<file path="config.mk">
export PLATFORM = sky130hd
export DESIGN_NAME = control_sequencer
export DESIGN_NICKNAME = d
export VERILOG_FILES = /design/src/rtl/ctrl_pkg.sv /design/src/rtl/ctrl_decoder.sv /design/src/rtl/control_sequencer.sv
export SDC_FILE = /design/constraint.sdc
export NUM_CORES = 1
export LEC_CHECK = 0
export CAP_MARGIN = 20
export CELL_PAD_IN_SITES_DETAIL_PLACEMENT = 1
export CELL_PAD_IN_SITES_GLOBAL_PLACEMENT = 2
export CORE_MARGIN = 2
export CORE_UTILIZATION = 25
export CTS_CLUSTER_SIZE = 28
export DETAILED_ROUTE_END_ITERATION = 16
export PLACE_DENSITY_LB_ADDON = 0.1
export SETUP_SLACK_MARGIN = 0.5
export SLEW_MARGIN = 20
export SYNTH_ARGS = -nofsm -noshare
export SYNTH_HDL_FRONTEND = slang
export SYNTH_SLANG_ARGS = --single-unit
</file>
<file path="constraint.sdc">
create_clock -name clk -period 4.5 [get_ports clk]
set_input_delay 1.125 -clock clk [delete_from_list [all_inputs] [get_ports clk]]
set_output_delay 1.125 -clock clk [all_outputs]
set_load 0.005 [all_outputs]
</file>
<file path="src/rtl/ctrl_pkg.sv">
// Shared encodings for the control sequencer: instruction opcodes, ALU opcodes and FSM states.
package ctrl_pkg;

  typedef enum logic [2:0] {
    StIdle,
    StFetch,
    StLatch,
    StDecode,
    StRead,
    StExecute,
    StWrite,
    StHalted
  } state_e;

  localparam logic [3:0] OpNop   = 4'h0;
  localparam logic [3:0] OpLoad  = 4'h1;
  localparam logic [3:0] OpStore = 4'h2;
  localparam logic [3:0] OpAdd   = 4'h3;
  localparam logic [3:0] OpSub   = 4'h4;
  localparam logic [3:0] OpAnd   = 4'h5;
  localparam logic [3:0] OpOr    = 4'h6;
  localparam logic [3:0] OpXor   = 4'h7;
  localparam logic [3:0] OpJump  = 4'h8;
  localparam logic [3:0] OpJz    = 4'h9;
  localparam logic [3:0] OpShl   = 4'hA;
  localparam logic [3:0] OpShr   = 4'hB;
  localparam logic [3:0] OpHalt  = 4'hF;

  localparam logic [3:0] AluAdd = 4'b0000;
  localparam logic [3:0] AluSub = 4'b0001;
  localparam logic [3:0] AluAnd = 4'b1000;
  localparam logic [3:0] AluOr  = 4'b1001;
  localparam logic [3:0] AluXor = 4'b1010;
  localparam logic [3:0] AluShl = 4'b0100;
  localparam logic [3:0] AluShr = 4'b0101;

endpackage

</file>
<file path="src/rtl/ctrl_decoder.sv">
// Combinational opcode decode: routing flags for the sequencer FSM and the ALU opcode.
module ctrl_decoder
  import ctrl_pkg::*;
#(
  parameter logic [3:0] HALT_OPC = OpHalt
) (
  input  logic [3:0] opcode,
  output logic       is_load,
  output logic       is_read,
  output logic       is_write,
  output logic       is_jump,
  output logic       is_jz,
  output logic       is_halt,
  output logic [3:0] alu_op
);

  always_comb begin
    is_load  = 1'b0;
    is_read  = 1'b0;
    is_write = 1'b0;
    is_jump  = 1'b0;
    is_jz    = 1'b0;
    is_halt  = 1'b0;
    alu_op   = AluAdd;
    // The halt opcode is configurable, so it takes priority over the fixed map.
    if (opcode == HALT_OPC) begin
      is_halt = 1'b1;
    end else begin
      case (opcode)
        OpLoad:  begin is_load = 1'b1; is_read = 1'b1; end
        OpStore: is_write = 1'b1;
        OpAdd:   begin is_read = 1'b1; alu_op = AluAdd; end
        OpSub:   begin is_read = 1'b1; alu_op = AluSub; end
        OpAnd:   begin is_read = 1'b1; alu_op = AluAnd; end
        OpOr:    begin is_read = 1'b1; alu_op = AluOr;  end
        OpXor:   begin is_read = 1'b1; alu_op = AluXor; end
        OpShl:   begin is_read = 1'b1; alu_op = AluShl; end
        OpShr:   begin is_read = 1'b1; alu_op = AluShr; end
        OpJump:  is_jump = 1'b1;
        OpJz:    is_jz = 1'b1;
        default: ;
      endcase
    end
  end

endmodule

</file>
<file path="src/rtl/control_sequencer.sv">
// Accumulator-machine control sequencer with external memory and ALU.
// Define CTRL_INSTR_COUNT_EN to build the retired-instruction counter.
module control_sequencer
  import ctrl_pkg::*;
#(
  parameter logic [11:0] RESET_PC = 12'h000,
  parameter logic [3:0]  HALT_OPC = 4'hF
) (
  input  logic        clk,
  input  logic        reset_n,
  input  logic        start,
  output logic        halted,
  output logic [15:0] mem_addr,
  output logic [15:0] mem_wdata,
  output logic        mem_we,
  input  logic [15:0] mem_rdata,
  output logic [3:0]  alu_op,
  output logic [15:0] alu_a,
  output logic [15:0] alu_b,
  input  logic [15:0] alu_result,
  output logic [15:0] acc,
  output logic [11:0] pc,
  output logic [15:0] instr_count
);

  state_e      state_q, state_d;
  logic [11:0] pc_q, pc_d;
  logic [15:0] acc_q, acc_d;
  logic [15:0] ir_q, ir_d;

  logic [11:0] ir_addr;
  logic        is_load, is_read, is_write, is_jump, is_jz, is_halt;

  assign ir_addr = ir_q[11:0];

  ctrl_decoder #(
    .HALT_OPC (HALT_OPC)
  ) u_decoder (
    .opcode   (ir_q[15:12]),
    .is_load  (is_load),
    .is_read  (is_read),
    .is_write (is_write),
    .is_jump  (is_jump),
    .is_jz    (is_jz),
    .is_halt  (is_halt),
    .alu_op   (alu_op)
  );

  always_ff @(posedge clk or negedge reset_n) begin
    if (!reset_n) begin
      state_q <= StIdle;
      pc_q    <= RESET_PC;
      acc_q   <= '0;
      ir_q    <= '0;
    end else begin
      state_q <= state_d;
      pc_q    <= pc_d;
      acc_q   <= acc_d;
      ir_q    <= ir_d;
    end
  end

  always_comb begin
    state_d = state_q;
    unique case (state_q)
      StIdle:    if (start) state_d = StFetch;
      StFetch:   state_d = StLatch;
      StLatch:   state_d = StDecode;
      StDecode: begin
        if (is_halt)       state_d = StHalted;
        else if (is_read)  state_d = StRead;
        else if (is_write) state_d = StWrite;
        else               state_d = StFetch;
      end
      StRead:    state_d = StExecute;
      StExecute: state_d = StFetch;
      StWrite:   state_d = StFetch;
      StHalted:  state_d = StHalted;
      default:   state_d = StIdle;
    endcase
  end

  always_comb begin
    pc_d  = pc_q;
    acc_d = acc_q;
    ir_d  = ir_q;
    case (state_q)
      StLatch: begin
        ir_d = mem_rdata;
        pc_d = pc_q + 12'd1;
      end
      StDecode: begin
        if (is_jump || (is_jz && acc_q == 16'h0000)) pc_d = ir_addr;
      end
      StExecute: acc_d = is_load ? mem_rdata : alu_result;
      default: ;
    endcase
  end

  // Memory outputs are decoded from state so reset clears them without a clock.
  always_comb begin
    mem_addr  = '0;
    mem_wdata = '0;
    mem_we    = 1'b0;
    case (state_q)
      StFetch: mem_addr = {4'b0000, pc_q};
      StRead:  mem_addr = {4'b0000, ir_addr};
      StWrite: begin
        mem_addr  = {4'b0000, ir_addr};
        mem_wdata = acc_q;
        mem_we    = 1'b1;
      end
      default: ;
    endcase
  end

  assign halted = (state_q == StHalted);
  assign alu_a  = acc_q;
  assign alu_b  = mem_rdata;
  assign acc    = acc_q;
  assign pc     = pc_q;

`ifdef CTRL_INSTR_COUNT_EN
  logic [15:0] count_q;
  logic        retire;

  // Non-memory instructions (NOP/JUMP/JZ/HALT) retire in DECODE.
  assign retire = (state_q == StExecute) || (state_q == StWrite) ||
                  ((state_q == StDecode) && !is_read && !is_write);

  always_ff @(posedge clk or negedge reset_n) begin
    if (!reset_n) begin
      count_q <= '0;
    end else if (retire) begin
      count_q <= count_q + 16'd1;
    end
  end

  assign instr_count = count_q;
`else
  assign instr_count = 16'h0000;
`endif

endmodule

</file>
# After elaboration in Yosys (flattened, before gate mapping)
# Cells that the tools add are included.
totals:
  reg_bits: 47
  input_bits: 35
  out_inout_bits: 114
  word_cells: 59
classes:
  n_addsub: 1
  eq_ne: 21
  n_mux: 24
  reduce_logical: 9
ops:
  columns: ["op", "count"]
  rows:
  - ["one-hot mux 12 bit (2 select lines)", 2]
  - ["two-way mux 16 bit", 2]
  - ["one-hot mux 4 bit (6 select lines)", 1]
  - ["one-hot mux 3 bit (7 select lines)", 1]
  - ["equality test 4 bit, second input constant", 5]
  - ["equality test 4 x 3 -> 1 bit, second input constant", 4]
  - ["logical NOT 16 bit", 1]
  - ["adder 12 x 1 -> 12 bit, second input constant", 1]
  - ["equality test 3 bit, second input constant", 4]
  - ["two-way mux 1 bit", 12]
  - ["two-way mux 12 bit", 1]
  - ["two-way mux 3 bit", 4]
  - ["equality test 4 x 2 -> 1 bit, second input constant", 2]
  - ["OR reduction 8 bit", 1]
  - ["equality test 3 x 2 -> 1 bit, second input constant", 2]
  - ["equality test 4 x 1 -> 1 bit, second input constant", 1]
  - ["two-way mux 4 bit", 1]
  - ["!= test 2 bit, second input constant", 2]
  - ["OR reduction 2 bit", 2]
  - ["equality test 3 x 1 -> 1 bit, second input constant", 1]
  - ["logical NOT 3 bit", 1]
  - ["AND reduction 2 bit", 1]
  - ["nonzero test 2 bit", 1]
  - ["logical AND 1 bit", 1]
  - ["logical OR 1 bit", 1]

# Logic depth before layout (Yosys ltp)
# Gate-level depths: netlist (run 1).
depth:
  word_depth: 7
  depth_mapped: 7

# Hierarchy
# A second synthesis (run 1) with hierarchy kept.
hier_totals:
  cells_unflattened: 339
  hier_area_um2: 3154.3
by_module_without_submodules:
  columns: ["module", "n_inst", "cells_each", "area_per_inst_um2", "seq_area_each_um2"]
  rows:
  - ["control_sequencer", 1, 322, 3064.2, 1176.1]
  - ["ctrl_decoder", 1, 17, 90.1, 0.0]

# Worst setup path before layout (run 1)
# No wires, ideal clock.
synth_timing:
  kind: "reg2out"
  from: "register state_q[1]"
  to: "output mem_addr[0]"
  arrival_ns: 1.247
  required_ns: 3.375
  slack_ns: 2.128
  path_stages_with_launch: 6
  n_path_buf: 2
  cell_sequence: "dfrtp_1 > buf_2 > nor2b_1 > clkbuf_1 > nand2_1 > o21ai_0"
synth_via:
  elab_chain_cells: 3
synth_rtl:
  columns: ["item", "line", "rtl"]
  rows:
  - ["start: declaration", "control_sequencer.sv:26", "state_e state_q, state_d;"]
  - ["start signal: assignment", "control_sequencer.sv:51", "state_q <= StIdle;"]
  - ["start signal: assignment", "control_sequencer.sv:56", "state_q <= state_d;"]
  - ["equality test 3 bit", "control_sequencer.sv:105", "case (state_q)"]
  - ["OR reduction 2 bit (no source line)", null, null]
  - ["one-hot mux 12 bit (2 select lines) *", "control_sequencer.sv:105", null]
  - ["end: declaration", "control_sequencer.sv:13", "output logic [15:0] mem_addr,"]
# Every way passes the cells marked *; elsewhere a longest branch is shown, timed or not.

# Worst setup path after layout (run 1)
layout_timing:
  from: "register state_q[2]"
  to: "output mem_wdata[6]"
layout_via:
  elab_chain_cells: 2
layout_rtl:
  columns: ["item", "line", "rtl"]
  rows:
  - ["equality test 3 bit", "control_sequencer.sv:105", null]
  - ["two-way mux 16 bit", "control_sequencer.sv:105", null]
  - ["end: declaration", "control_sequencer.sv:14", "output logic [15:0] mem_wdata,"]
# No other way between the ends.

==> results of run 1 <==
## layout make-up
type | instances | area (um^2) | share of cell area
timing repair buffer | 134 | 1320 | 0.299
sequential | 47 | 1180 | 0.266
tap | 172 | 215 | 0.0487
multi-input combinational | 255 | 1540 | 0.348
inverter | 3 | 11.3 | 0.00255
clock inverter | 2 | 16.3 | 0.00368
clock buffer | 6 | 139 | 0.0314
## registers in the layout, summed over array words and instances, names as in the netlist
register / flops
ir_q: 16
pc: 12
state_q: 3
acc: 16
## synthesized netlist by cell type (all sizes together), types with 6 or more instances
cell / instances / area share
o21ai: 37 / 0.060
mux2i: 16 / 0.051
nor2: 10 / 0.012
clkbuf: 14 / 0.017
buf: 61 / 0.14
and3: 6 / 0.012
nand2: 62 / 0.074
a21oi: 8 / 0.016
dfrtp: 47 / 0.37
nor4: 6 / 0.012
mux2: 14 / 0.050
and2: 17 / 0.034
nand3: 6 / 0.0095
## power by group through the flow
stage	Combinational [mW]	Sequential, mW	Clock, mW
finish	1.48	1.01	0.390
global route	1.65	1.07	0.425
CTS	1.51	1.02	0.406
detailed placement	1.50	1.02	0
global placement	1.49	1.02	0
floorplan	0.903	0.846	0
## critical path, cell delays in order, from the launching register on
cell,delay [ns]
dfrtp_1,0.81
and3b_1,0.58
and2_1,0.21
clkdlybuf4s50_1,0.52
## metrics by stage
stage          setup slack, ns  hold WS [ns]
2_1_floorplan             2.13         0.503
3_3_place_gp              1.19         0.536
3_5_place_dp              1.18         0.534
4_1_cts                  0.881         0.566
5_1_grt                  0.754         0.592
6_report                 0.970         0.554
## routing by layer
metal | part of all wire | wire length, um | vias up | global-route usage
li1 | - | - | 1370 | -
met1 | 0.50 | 5210 | 1353 | 0.227
met2 | 0.44 | 4590 | 97 | 0.246
met3 | 0.054 | 558 | 2 | 0.0239
met4 | 0.0038 | 40 | 0 | 0.0238
met5 | 0 | 0 | - | 0
## logic make-up after synthesis
group / after synthesis
AND/OR/NAND/NOR: 127
other: 1
buffers and inverters: 78
adder cells (fa/ha/maj): 1
AO/OA/AOI/OAI: 77
multiplexers: 30
flip-flops: 47
## final timing paths
check | startpoint | slack [ns] | end | cells after the start
setup / recovery | state_q[2] | 0.97 | mem_wdata[6] | 3
hold / removal | ir_q[2] | 0.55 | ir_q[2] | 1
setup reg to reg | acc[14] | 2.11 | pc[1] | 4
hold reg to reg | ir_q[2] | 0.55 | ir_q[2] | 1
max in group asynchronous | reset_n | 2.97 | ir_q[1] | 2
min in group asynchronous | reset_n | 0.75 | pc[1] | 1
==> metrics.yaml, run 1 <==
status:
  outcome: "completed"
grt:
  grt_pass1_wl_mm: 16.2
  antenna_found_initial: 0
  grt_overflow: 0
  grt_max_degree: 35
  track_usage: 0.155
  grt_pass1_vias: 2847
sta:
  relSlewSlack: 0.326
  hold_viol: 0
  finalSetupViolations: 0
  min_period_ns: 3.53
  rsz0062_at_grt: "no"
  fmaxAchievable_ghz: 0.283
  slew_violations: 0
  fin_skew_ns: 0.00597
  tns_ns: 0
  tightestPinTransition_ns: 1.01
  post-route-period-util: 0.784
power_and_ir_drop:
  pwr-share-comb: 0.515
  ir_worst_vdd_mv: 0.199
  p_int_mw: 1.71
  switching_share: 0.404
  design_power_total_mw: 2.88
  clkPwrFrac: 0.135
  power_density_mw_per_mm2: 651
  seqPwrFrac: 0.350
  p_sw_mw: 1.16
  p_leak_nw: 1.72
synth:
  synthCells: 361
  synth_xor_area_frac: 0
  synth_area_per_cell_um2: 8.73
  synth_edf_count: 0
  ys_types: 46
  ys_seq_area_frac: 0.373
  synth-compound-area-share: 0.161
  synthFlopType: "dfrtp_1"
  synth-simple-area-share: 0.197
  async_reset_ff_frac: 1.00
  synth_fa_ha_area_frac: 0.00397
  synth_warnings: 0
  synth.area.mux_share: 0.101
  synth_top_family_by_area: "simple AND/OR/NAND/NOR gates"
  syn_area_mm2: 0.00315
  synth-seq-cells: 47
place:
  detailed_place.area_mm2: 0.00426
  dp_hpwl_mm: 7.89
  place_congestion: 0.765
  placed_cells: 611
  io_buffers: 128
floorplanning:
  die_h_um: 116
  start_util: 0.253
  die_w_um: 116
  rows: 41
  pin_count: 149
  core-area_mm2: 0.0125
  die_area_mm2: 0.0135
critical_path:
  worstPathMaxFanout: 23
  crit_type: "flop to primary output"
  cp-start-kind: "flop"
  critical_path_arrival_ns: 2.40
  cp-end-kind: "primary output"
  cp.required_ns: 3.38
clocking:
  htreeDepth: 2
  clockBufferDepth: 2
  hold_buffers: 0
  clk-insertion-delay-late_ns: 0.28
  cts_tree: "yes"
  clock-sinks: 47
  clkTransAtPathRegs_ns: 0.07
  cts-root-buf: "clkbuf_16"
  ctsResizeCount: 0
  cts-buffers-inserted: 5
  post_cts_buffers: 0
detailed_routing:
  first_iter_violations: 96
  drt-total-wl_mm: 10.4
  drc: 0
  first_pass_iters: 4
  avgViaCountPerCell: 4.56
  antenna_left: 0
  wire_per_inst_um: 16.8
  vias: 2822
min_path:
  hold_path_class: "flop to flop"
final_layout:
  fin_util: 0.354
  final_cell_mix: "127 x clkdlybuf4s50_1, 62 x nand2_1, 47 x dfrtp_1"
  drive_gt1_frac: 0.0805
  final_area_mm2: 0.00442
  antenna_cells: 0
  final_common_cell: "clkdlybuf4s50_1"
  n_fill_cell: 1455
  area_delta_synth_final_pct: 40.1
  finalNonFillerCells: 619
  final_nets: 482
flow_run:
  maxCapViolCount: 0
Note: power is estimated with default switching activity, not from simulation.
==> inputs of run 2 (changes only) <==
- CORE_UTILIZATION: 25 -> 23
- clock period: 4.5 -> 3.5 ns (I/O delays scaled with it)
==> run 2 against run 1 <==
Net effect:
- design area is 1.3% higher
- via count grew 1.6%
- die area rose by 8.4%
- sequential share of layout area shrank 0.27 points
- critical endpoint unchanged
==> metrics.yaml, run 2 (synthesized netlist as in run 1, its figures left out) <==
status:
  outcome: "completed"
final_layout:
  final_common_cell: "clkdlybuf4s50_1"
  n_fill_cell: 1558
  register_area_mm2: 0.00118
  multi_input_area_mm2: 0.00154
  final_nets: 486
  final_area_mm2: 0.00448
  area_delta_synth_final_pct: 42.0
  antenna_cells: 0
  final_cell_mix: "126 x clkdlybuf4s50_1, 62 x nand2_1, 44 x dfrtp_1"
  drive_gt1_frac: 0.0976
sta:
  rsz0062_at_grt: "no"
  relSlewSlack: 0.388
  tns_ns: 0
  post-route-period-util: 0.822
  slew_violations: 0
  fmaxAchievable_ghz: 0.348
  setup_ws_ns: 0.625
  tightestPinTransition_ns: 0.916
  fin_skew_ns: 0.0132
  min_period_ns: 2.88
  finalSetupViolations: 0
  hold_viol: 0
power_and_ir_drop:
  pwr-share-comb: 0.515
  design_power_total_mw: 3.81
  clkPwrFrac: 0.149
  p_leak_nw: 1.76
  switching_share: 0.401
  ir_worst_vdd_mv: 0.265
  p_sw_mw: 1.53
  p_int_mw: 2.28
  seqPwrFrac: 0.335
  power_density_mw_per_mm2: 852
critical_path:
  crit_family: "buffers and inverters"
  cp.required_ns: 2.62
  crit_type: "flop to primary output"
  cpPeakStageDelay_ns: 0.51
  critical_path_arrival_ns: 2.00
  cpMaxStageDelayCell: "clkdlybuf4s50_1"
  worstPathMaxFanout: 17
  critical_path_buf_inv_count: 2
  path_cells: "buf_4 > and3b_2 > and2_1 > clkdlybuf4s50_1"
  cp-end-kind: "primary output"
  cp-start-kind: "flop"
place:
  detailed_place.area_mm2: 0.00427
  post-place-ws_ns: 0.681
  place_congestion: 0.756
  dp_hpwl_mm: 8.11
  io_buffers: 128
detailed_routing:
  wire_per_inst_um: 17.1
  first_pass_iters: 4
  antenna_left: 0
  avgViaCountPerCell: 4.57
  vias: 2867
  drt-total-wl_mm: 10.7
  first_iter_violations: 112
  drc: 0
flow_run:
  maxCapViolCount: 0
grt:
  track_usage: 0.146
  grt_max_degree: 33
  grt_overflow: 0
  antenna_found_initial: 0
  grt_pass1_vias: 2897
  grt_pass1_wl_mm: 16.6
clocking:
  clock-sinks: 47
  clockBufferDepth: 2
  hold_buffers: 0
  cts-root-buf: "clkbuf_16"
  cts_tree: "yes"
  cts-buffers-inserted: 5
  clk-insertion-delay-late_ns: 0.30
  htreeDepth: 2
  clkTransAtPathRegs_ns: 0.07
floorplanning:
  die_h_um: 121
  pin_count: 149
  core-area_mm2: 0.0133
  die_w_um: 121
  die_area_mm2: 0.0147
  rows: 42
  start_util: 0.237
min_path:
  hold_path_class: "flop to flop"
## run 2: layout make-up
| class | count | share of cell area |
|---|---|---|
| inverters | 3 | 0.00252 |
| repair buffers | 138 | 0.302 |
| clock inverters | 3 | 0.0103 |
| multi-input cells | 255 | 0.344 |
| well taps | 176 | 0.0492 |
| clock buffers | 5 | 0.0280 |
| flip-flops and latches | 47 | 0.264 |
## run 2: path summary, 6_finish.rpt
path	slack (ns)	cells past startpoint	to	start
setup / recovery	0.62	4	mem_wdata[6]	state_q[0]
hold / removal	0.56	1	ir_q[2]	ir_q[2]
setup reg to reg	1.10	4	pc[1]	acc[14]
hold reg to reg	0.56	1	ir_q[2]	ir_q[2]
max in group asynchronous	2.13	2	acc[9]	reset_n
min in group asynchronous	0.59	1	pc[1]	reset_n
## run 2: worst register-to-register path, cell delays in order (launching register included)
cell	delay (ns)
dfrtp_1	0.42
nor4_1	0.51
nand4_1	0.55
a21oi_4	0.45
mux2_2	0.37
## run 2: power by group through the flow
stage	Combinational [mW]	Clock, mW	Sequential, mW
2_1_floorplan	1.16	0	1.09
3_3_place_gp	1.95	0	1.30
3_5_place_dp	1.96	0	1.30
4_1_cts	1.97	0.584	1.29
5_1_grt	2.18	0.605	1.35
6_report	1.97	0.569	1.28
## run 2: routing by layer
layer / up-vias / global-route usage / wire [um]
met3: 10 / 0.0296 / 761
met5: - / 0 / 0
met1: 1364 / 0.216 / 5260
li1: 1373 / - / -
met2: 120 / 0.215 / 4530
met4: 0 / 0.0356 / 146
## run 2: timing repair
action,in CTS,in global routing
resized for setup,3,3
buffers inserted,0,3
setup endpoints to repair,19,4
cloned,0,0
## run 2: per-stage QoR
step                instances   util  hold slack, ns
global placement          616  0.321           0.537
global route              627  0.337           0.603
floorplan                 380      -           0.503
detailed placement        616  0.321           0.549
finish                    627  0.337           0.563
CTS                       624  0.335           0.574
==> inputs of run 3 (changes only) <==
- CORE_UTILIZATION: 23 -> 21
- clock period: 3.5 -> 2.5 ns (I/O delays scaled with it)
==> run 3 against run 2 <==
Net effect:
- via count rose by 7.3%
- clock power rose by 36%
- clock skew fell by 0.0041 ns
- largest power group unchanged
- flip-flop and latch count did not move
==> metrics.yaml, run 3 (synthesized netlist as in run 1, its figures left out) <==
final_layout:
  antenna_cells: 0
  final_cell_mix: "68 x clkdlybuf4s50_1, 53 x nand2_1, 38 x dfrtp_1"
  area_delta_synth_final_pct: 57.4
  final_common_cell: "clkdlybuf4s50_1"
  final_nets: 525
  drive_gt1_frac: 0.323
  finalNonFillerCells: 673
  n_fill_cell: 1673
clocking:
  cts-root-buf: "clkbuf_16"
  clockBufferDepth: 2
  cts-buffers-inserted: 5
  clk-insertion-delay-late_ns: 0.29
  cts_tree: "yes"
  htreeDepth: 2
  clock-sinks: 47
  hold_buffers: 0
  clkTransAtPathRegs_ns: 0.07
critical_path:
  worstPathMaxFanout: 6
  reg2regPathDepth: 9
  cp-end-kind: "primary output"
  crit_type: "flop to primary output"
  cp-start-kind: "flop"
  critical_path_arrival_ns: 1.60
  regToRegStartpoint: "state_q[1]"
  critPathLaunch: "state_q[0]"
  rrSetupSlack_ns: 0.51
  timing.rr.end: "pc[4]"
  cp.required_ns: 1.88
sta:
  relSlewSlack: 0.611
  fin_skew_ns: 0.00910
  finalSetupViolations: 0
  rsz0062_at_grt: "yes"
  min_period_ns: 2.23
  hold_ws_ns: 0.329
  tns_ns: 0
  tightestPinTransition_ns: 0.583
  slew_violations: 0
  setup_ws_ns: 0.270
  fmaxAchievable_ghz: 0.449
  post-route-period-util: 0.892
  hold_viol: 0
grt:
  antenna_found_initial: 0
  grt_overflow: 0
  track_usage: 0.148
  grt_max_degree: 33
  grt_pass1_vias: 3028
  grt_pass1_wl_mm: 18.5
place:
  io_buffers: 128
  post-place-ws_ns: 0.123
  dp_hpwl_mm: 8.54
  place_congestion: 0.749
  placed_cells: 639
detailed_routing:
  wire_per_inst_um: 17.8
  drc: 0
  avgViaCountPerCell: 4.57
  vias: 3075
  drt-total-wl_mm: 12.0
  antenna_left: 0
  first_iter_violations: 119
  first_pass_iters: 4
power_and_ir_drop:
  p_leak_nw: 2.15
  power_density_mw_per_mm2: 1230
  design_power_total_mw: 6.09
  ir_worst_vdd_mv: 0.338
floorplanning:
  die_w_um: 127
  die_h_um: 127
  pin_count: 149
  core-area_mm2: 0.0146
  rows: 44
  start_util: 0.216
  die_area_mm2: 0.0160
status:
  outcome: "completed"
flow_run:
  maxCapViolCount: 0
min_path:
  hold_path_class: "input pin to async pin"
## run 3: report_power, final
group	internal, mW	switching [mW]	total, mW
Sequential	1.16	0.597	1.76
Clock	0.468	0.304	0.771
Combinational	2.02	1.53	3.56
## run 3: worst max-delay path, cell delays in order (launching register included)
cell,delay (ns)
dfrtp_2,0.44
buf_6,0.12
and3b_2,0.30
buf_6,0.14
and2_1,0.12
clkdlybuf4s15_2,0.19
## run 3: worst max path at each step
stage                               end  slack (ns)  cells after the start
after global placement      mem_addr[3]        0.17                      6
final                     mem_wdata[12]        0.27                      5
after CTS                  mem_wdata[1]        0.24                      6
after detailed placement    mem_addr[3]        0.12                      6
after floorplan             mem_addr[0]        0.63                      5
after global routing       mem_wdata[3]        0.21                      6
## run 3: through the flow
step	area, um^2	util
2_1_floorplan	3220	-
3_3_place_gp	4420	0.303
3_5_place_dp	4420	0.303
4_1_cts	4770	0.327
5_1_grt	4960	0.340
6_report	4960	0.340
## run 3: routing by layer
metal / share of wire / wire length (um) / global-route usage
met5: 0 / 0 / 0
met4: 0.017 / 199 / 0.0368
met3: 0.050 / 597 / 0.0261
met2: 0.44 / 5300 / 0.231
met1: 0.49 / 5860 / 0.213
## run 3: final cells by class
cell class	count	area, um^2	area share
clock buffer	6	129	0.0260
clock inverter	1	30.0	0.00605
inverter	3	11.3	0.00227
multi-input combinational	255	1710	0.344
sequential	47	1190	0.239
tap	184	230	0.0464
timing repair buffer	177	1670	0.336
## run 3: repair_timing
action	CTS	global route
gates resized for setup	194	66
buffers inserted	18	6
cloned	3	0
pin swaps	3	5
setup endpoints to repair	53	51
